==> src/rtl/mix_columns_iter.sv <==
// Iterative AES MixColumns / InvMixColumns engine.
// A captured 128-bit state is transformed in place, COLS_PER_CYCLE columns
// per BUSY cycle, and then held in DONE until the downstream handshake.
module mix_columns_iter #(
  parameter int COLS_PER_CYCLE = 1,
  parameter bit ENABLE_INV     = 1
) (
  input  logic         clk_i,
  input  logic         rst_i,
  input  logic         valid_i,
  output logic         ready_o,
  input  logic [127:0] state_i,
  input  logic         inv_i,
  output logic         valid_o,
  input  logic         ready_i,
  output logic [127:0] state_o,
  output logic         busy_o
);

  // Only 1, 2 and 4 columns per cycle divide the four columns evenly.
  if (COLS_PER_CYCLE != 1 && COLS_PER_CYCLE != 2 && COLS_PER_CYCLE != 4) begin : g_bad_cpc
    $error("mix_columns_iter: COLS_PER_CYCLE must be 1, 2 or 4");
  end

  localparam logic [1:0] ST_IDLE = 2'd0;
  localparam logic [1:0] ST_BUSY = 2'd1;
  localparam logic [1:0] ST_DONE = 2'd2;

  // Step and last counter value; with 4 columns per cycle the step wraps to 0.
  localparam logic [1:0] CNT_STEP = 2'(COLS_PER_CYCLE);
  localparam logic [1:0] CNT_LAST = 2'(4 - COLS_PER_CYCLE);

  // GF(2^8) doubling modulo x^8+x^4+x^3+x+1.
  function automatic logic [7:0] xtime(input logic [7:0] b);
    return {b[6:0], 1'b0} ^ (b[7] ? 8'h1b : 8'h00);
  endfunction

  // Bytewise xtime over a whole column word.
  function automatic logic [31:0] xtime4(input logic [31:0] w);
    return {xtime(w[31:24]), xtime(w[23:16]), xtime(w[15:8]), xtime(w[7:0])};
  endfunction

  // Rotations that place byte a_(r+k) into byte lane r.
  function automatic logic [31:0] rot8(input logic [31:0] w);
    return {w[7:0], w[31:8]};
  endfunction

  function automatic logic [31:0] rot16(input logic [31:0] w);
    return {w[15:0], w[31:16]};
  endfunction

  function automatic logic [31:0] rot24(input logic [31:0] w);
    return {w[23:0], w[31:24]};
  endfunction

  // b_r = 2*a_r ^ 3*a_(r+1) ^ a_(r+2) ^ a_(r+3)
  function automatic logic [31:0] mix_fwd(input logic [31:0] c);
    logic [31:0] r1;
    r1 = rot8(c);
    return xtime4(c) ^ xtime4(r1) ^ r1 ^ rot16(c) ^ rot24(c);
  endfunction

  // b_r = e*a_r ^ b*a_(r+1) ^ d*a_(r+2) ^ 9*a_(r+3); xtime commutes with
  // the byte rotation, so multiples are built once and then rotated.
  function automatic logic [31:0] mix_inv(input logic [31:0] c);
    logic [31:0] x2, x4, x8;
    x2 = xtime4(c);
    x4 = xtime4(x2);
    x8 = xtime4(x4);
    return (x8 ^ x4 ^ x2) ^ rot8(x8 ^ x2 ^ c) ^ rot16(x8 ^ x4 ^ c) ^ rot24(x8 ^ c);
  endfunction

  logic [1:0]   state_q, state_d;
  logic [1:0]   cnt_q, cnt_d;
  logic [127:0] data_q, data_d;
  logic         inv_q, inv_d;
  logic         rdy_en_q;

  logic [1:0]  slot_idx [COLS_PER_CYCLE];
  logic [31:0] col_out  [COLS_PER_CYCLE];

  // One transform slot per column handled in a BUSY cycle.
  for (genvar gi = 0; gi < COLS_PER_CYCLE; gi++) begin : g_slot
    logic [31:0] col_in;
    assign slot_idx[gi] = cnt_q + 2'(gi);
    assign col_in       = data_q[32*slot_idx[gi] +: 32];
    if (ENABLE_INV) begin : g_inv
      assign col_out[gi] = inv_q ? mix_inv(col_in) : mix_fwd(col_in);
    end else begin : g_fwd
      assign col_out[gi] = mix_fwd(col_in);
    end
  end

  assign ready_o = (state_q == ST_IDLE) && rdy_en_q;
  assign valid_o = (state_q == ST_DONE);
  assign busy_o  = (state_q != ST_IDLE);
  assign state_o = valid_o ? data_q : 128'd0;

  // Next-state: capture in IDLE, transform columns in BUSY, hold in DONE.
  always_comb begin
    state_d = state_q;
    cnt_d   = cnt_q;
    data_d  = data_q;
    inv_d   = inv_q;
    case (state_q)
      ST_IDLE: begin
        if (valid_i && ready_o) begin
          data_d  = state_i;
          inv_d   = inv_i & ENABLE_INV;
          cnt_d   = 2'd0;
          state_d = ST_BUSY;
        end
      end
      ST_BUSY: begin
        for (int s = 0; s < COLS_PER_CYCLE; s++) begin
          data_d[32*slot_idx[s] +: 32] = col_out[s];
        end
        cnt_d = cnt_q + CNT_STEP;
        if (cnt_q == CNT_LAST) begin
          state_d = ST_DONE;
        end
      end
      ST_DONE: begin
        if (ready_i) begin
          state_d = ST_IDLE;
        end
      end
      default: state_d = ST_IDLE;
    endcase
  end

  // State registers; reset aborts any operation in flight.
  always_ff @(posedge clk_i or posedge rst_i) begin
    if (rst_i) begin
      state_q <= ST_IDLE;
      cnt_q   <= 2'd0;
      data_q  <= 128'd0;
      inv_q   <= 1'b0;
    end else begin
      state_q <= state_d;
      cnt_q   <= cnt_d;
      data_q  <= data_d;
      inv_q   <= inv_d;
    end
  end

  // Keeps ready_o low until the first clock edge after reset release.
  always_ff @(posedge clk_i or posedge rst_i) begin
    if (rst_i) begin
      rdy_en_q <= 1'b0;
    end else begin
      rdy_en_q <= 1'b1;
    end
  end

endmodule

==> config.mk <==
export PLATFORM = sky130hd
export DESIGN_NAME = mix_columns_iter
export DESIGN_NICKNAME = d
export VERILOG_FILES = /design/src/rtl/mix_columns_iter.sv
export SDC_FILE = /design/constraint.sdc
export NUM_CORES = 1
export LEC_CHECK = 0
export CORE_ASPECT_RATIO = 0.8
export CORE_MARGIN = 2
export CORE_UTILIZATION = 51
export CTS_BUF_LIST = sky130_fd_sc_hd__clkbuf_8
export CTS_CLUSTER_SIZE = 28
export DETAILED_ROUTE_END_ITERATION = 8
export GPL_TIMING_DRIVEN = 0
export PLACE_DENSITY = 0.83
export SKIP_CTS_REPAIR_TIMING = 1
export SLEW_MARGIN = 20
export SYNTH_ARGS = -nofsm -noshare
export SYNTH_HDL_FRONTEND = slang
export SYNTH_SLANG_ARGS = --single-unit
==> constraint.sdc <==
create_clock -name clk_i -period 6.4 [get_ports clk_i]
set_input_delay 1.6 -clock clk_i [delete_from_list [all_inputs] [get_ports clk_i]]
set_output_delay 1.6 -clock clk_i [all_outputs]
set_load 0.01 [all_outputs]
Word level (Yosys, flattened, before mapping). Index checks and enable logic that the tools add are counted.

Register bits: 134. Input port bits: 133. Output and inout port bits: 131.

Add/subtract/negate cells: 2. Equality and inequality tests: 6. Shift-type cells: 3. Muxes and demuxes: 23. Bitwise logic cells: 25. Reductions and logical operators: 8.

Operator list (count): XOR 32 bit (13); two-way mux 128 bit (2); one-hot mux 128 bit (2 select lines) (1); bitwise mux 128 bit (1); variable shift 32 x 34 -> 128 bit, first input constant (1); indexed part select 128 x 8 -> 32 bit (1); indexed part select 32 x 34 -> 128 bit (1); XOR 8 x 5 -> 8 bit (12); two-way mux 5 bit (12); negation 7 -> 34 bit (1); two-way mux 32 bit (1); two-way mux 2 bit (4); one-hot mux 2 bit (3 select lines) (1); == test 2 bit, second input constant (2); != test 2 x 1 -> 1 bit, second input constant (2); one-hot mux 2 bit (2 select lines) (1); AND reduction 2 bit (2); nonzero test 2 bit (2); AND reduction 3 bit (1); adder 2 x 1 -> 2 bit, second input constant (1); == test 2 x 1 -> 1 bit, second input constant (1); logical AND 1 bit (2); zero test 2 bit (1); != test 2 bit, second input constant (1).

Depth between registers and ports, before layout.
Word-level depth: 16. Mapped depth: 13. Gate-level depth less buffers: 8.

Worst setup path before layout. No wires, ideal clock.

Path kind: register to register. From: register cnt_q[0]. To: register data_q[44]. Library setup time: 0.132 ns. Data arrival time: 3.115 ns. Data required time: 6.268 ns. Setup slack: 3.152 ns. Cell stages (with the launch flop): 11. Path buffers: 2. Clock period less this slack: 3.248 ns. Path through: dfrtp_1 > buf_6 > mux4_2 > buf_6 > xor2_2 > xnor3_1 > xnor2_2 > xnor3_1 > xnor2_1 > a21oi_1 > o22ai_1.

Word-level cells in the longest chain between the ends: 14. Elaborated cells between the ends (all ways): 44. Classes of those cells: 1 x add/sub; 3 x shift; 15 x mux; 25 x bitwise.

Ends and longest elaborated chain: start: declaration (RTL line 74) `logic [1:0] cnt_q, cnt_d;`; start signal: assignment (RTL line 141) `cnt_q <= cnt_d;`; indexed part select 128 x 8 -> 32 bit (RTL line 86) `assign col_in = data_q[32*slot_idx[gi] +: 32];`; XOR 8 x 5 -> 8 bit or two-way mux 5 bit (tied branches) (2 in a row) (RTL line 35) `return {b[6:0], 1'b0} ^ (b[7] ? 8'h1b : 8'h00);`; two-way mux 5 bit or XOR 8 x 5 -> 8 bit (tied branches) (RTL line 35); XOR 8 x 5 -> 8 bit (RTL line 35); XOR 32 bit (5 in a row) (RTL line 70) `return (x8 ^ x4 ^ x2) ^ rot8(x8 ^ x2 ^ c) ^ rot16(x8 ^ x4 ^ c) ^ rot24(x8 ^ c);`; two-way mux 32 bit (RTL line 88) `assign col_out[gi] = inv_q ? mix_inv(col_in) : mix_fwd(col_in);`; indexed part select 32 x 34 -> 128 bit (RTL line 116) `data_d[32*slot_idx[s] +: 32] = col_out[s];`; bitwise mux 128 bit (*) (RTL line 116); one-hot mux 128 bit (2 select lines) (*) (RTL line 105) `case (state_q)`; end signal: assignment (RTL line 142) `data_q <= data_d;`; end: declaration (RTL line 75) `logic [127:0] data_q, data_d;`.

Every way passes the cells marked *; elsewhere a longest branch is shown, timed or not. A chain may end at the register's enable or synchronous reset.

Worst setup path after layout.
From: register state_q[0]. To: output state_o[69].

Word-level cells in the longest chain between the ends: 2.

Ends and longest elaborated chain: start: declaration (RTL line 73) `logic [1:0] state_q, state_d;`; start signal: assignment (RTL line 140) `state_q <= state_d;`; == test 2 bit (RTL line 95) `assign valid_o = (state_q == ST_DONE);`; two-way mux 128 bit (RTL line 97) `assign state_o = valid_o ? data_q : 128'd0;`; end: declaration (RTL line 16) `output logic [127:0] state_o,`.

Every way passes these cells.

==> results_dict.tcl <==
set metrics [dict create \
    outcome "finished clean" \
    hp-class "reg -> reg" \
    die_area_mm2 0.02115 \
    ys_warn_count 0 \
    grt_pass1_wl_um 64580 \
    synth-seq-area-share_pct 32.88 \
    synth_top_area_share_pct 32.88 \
    syn-instance-count 1082 \
    ys_top_cells_by_count "150 x xnor2_1, 149 x nor2_1, 134 x dfrtp_1" \
    syn_area_per_cell_um2 9.424 \
    slowest_delay_ns 0.83 \
    clk_pin_slew_worst_paths_ns 0.10 \
    overflow 0 \
    dp_hpwl_um 33420 \
    relSlewSlack_pct 29.98 \
    groute.usage.overall_pct 42.46 \
    dp_cells 1610 \
    tns_ns 0 \
    final_layout_size_suffix_gt1_share_pct 7.620 \
    drc_errors 0 \
    min_period_ns 4.898 \
    io_pins 264 \
    cts_inserted_buffers 17 \
    initial_core_util_pct 51.65 \
    ys.flop_type "dfrtp_1" \
    syn_to_final_growth_pct 33.46 \
    viasPerCell 6.527 \
    io_buffers 263 \
    vias 10730 \
    syn_nets 1219 \
    first_pass_iters 7 \
    slowest_stage "clkbuf_1" \
    antenna_found_initial 1 \
    synthArstFlopShare_pct 100.0 \
    rsz0062_at_grt "false" \
    synthTopCellsByArea "dfrtp_1 33%, xnor2_1 13%, and2_1 7.9%" \
    gp_congestion 1.011 \
    clk_latency_ns 0.49 \
    h-tree-depth 4 \
    slew_viol_final 0 \
    crit_path_start_kind "register" \
    critical_path_arrival_ns 3.30 \
    first_global_vias 10470 \
    fmax_ghz 0.2042 \
    synth-edff-count 0 \
    fin_cells 1644 \
    first_iter_violations 1742 \
    worst_pin_slew_ns 1.050 \
    cts.path.max_buffers 2 \
    core-area_mm2 0.01974 \
    path_cells "clkbuf_1, nor2b_1, clkbuf_1, clkbuf_1, and2_1, clkdlybuf4s50_1" \
    die_h_um 130.5 \
    wl_per_cell_um 27.46 \
    cts_tree "built" \
    num_rows 46 \
    die_w_um 162.1 \
    yosysTopAreaCell "dfrtp_1" \
    nets 1502 \
    cp_max_fo 11 \
    hold_viol_final 0 \
    setup_viol 0 \
    grt_max_degree 87 \
    maxCapViolCount 0 \
    ys_ff_latch 134 \
    synth_most_common_cell "xnor2_1" \
    cpMostUsedCell "clkbuf_1" \
    crit_type "reg -> out" \
    period_share_pct 76.53 \
    cts_num_sinks 134 \
    cp-end-kind "output pin" \
    synth.distinct_cells 40 \
    synth_area_mm2 0.01020 \
    final.setup_skew_ns 0.02164 \
    root_buffer "clkbuf_8" \
    drt_wl_total_um 45150 \
    drtAntennaViolNets 0 \
    critPathRequiredTime_ns 4.80 \
]
## flip-flops by register name, summed over array words and instances, names as in the netlist
signal / cells
cnt_q: 2
data_q: 128
inv_q: 1
rdy_en_q: 1
state_q: 2
## final cells by class
| type | instances | area [um^2] |
|---|---|---|
| Antenna cell | 2 | 5.005 |
| Buffer | 92 | 436.7 |
| Clock buffer | 18 | 247.7 |
| Clock inverter | 14 | 161.4 |
| Fill cell | 1507 | 6132 |
| Inverter | 6 | 30.03 |
| Multi-Input combinational cell | 850 | 6385 |
| Sequential cell | 134 | 3353 |
| Tap cell | 264 | 330.3 |
| Timing Repair Buffer | 264 | 2660 |
## metrics by stage
step / hold slack, ns / instance area (um^2) / utilization [%] / setup slack, ns
2_1_floorplan: 0.4580 / 10200 / - / 1.217
3_3_place_gp: 0.4813 / 13160 / 66.66 / -0.7145
3_5_place_dp: 0.4864 / 13200 / 66.84 / 1.980
4_1_cts: 0.5071 / 13600 / 68.91 / 1.684
5_1_grt: 0.5351 / 13610 / 68.93 / 1.411
6_report: 0.5089 / 13610 / 68.94 / 1.502
## cells in the final DEF, fill, tap and decap left out, drive strengths merged, types with 3 or more instances in the layout
master,count
clkdlybuf4s50,263
mux2i,7
xnor3,17
inv,12
nand2,21
ha,4
nand2b,3
dfrtp,134
clkinv,4
nor2,149
buf,21
and2,128
a221oi,48
xor2,43
clkbuf,90
mux4,32
a21oi,96
and3,38
o22ai,36
a21o,9
xnor2,160
o21ai,46
## metal layers
layer  up-vias  share of wire (%)  wire [um]  global-route usage [%]
li1       4304                  -          -                       -
met1      5047                 36      16170                   54.81
met2      1139                 42      18870                   60.93
met3       241                 16       7418                   18.81
met4         0                5.9       2683                   21.55
met5         -                  0          0                       0
## cell families after synthesis
kind of cell	share of synthesized area, %
xor+xnor	22.94
flops	32.88
other cells	0.03677
compound gates	14.00
buf+inv	4.503
mux	7.865
fa+ha+maj	0.4908
simple gates	17.28
## worst max-delay path: cells and delay by family (launching register included)
kind | cells | cell delay, ns
flip-flops | 1 | 0.37
buffers and inverters | 4 | 1.91
AND/OR/NAND/NOR | 2 | 0.54
## worst paths after layout
check	from	to	slack, ns	cells after the start
max in group asynchronous	rst_i	data_q[109]$_DFFE_PP0P_	4.10	3
worst max register to register	cnt_q[0]$_DFFE_PP0P_	data_q[28]$_DFFE_PP0P_	1.78	10
worst max-delay path	state_q[0]$_DFFE_PP0P_	state_o[69]	1.50	6
worst min register to register	data_q[65]$_DFFE_PP0P_	data_q[65]$_DFFE_PP0P_	0.51	2
worst min-delay path	data_q[65]$_DFFE_PP0P_	data_q[65]$_DFFE_PP0P_	0.51	2
min in group asynchronous	rst_i	data_q[113]$_DFFE_PP0P_	1.50	2
Power is not shown: default switching activity piles up to over one toggle a cycle in this logic, so the estimate is an artifact.
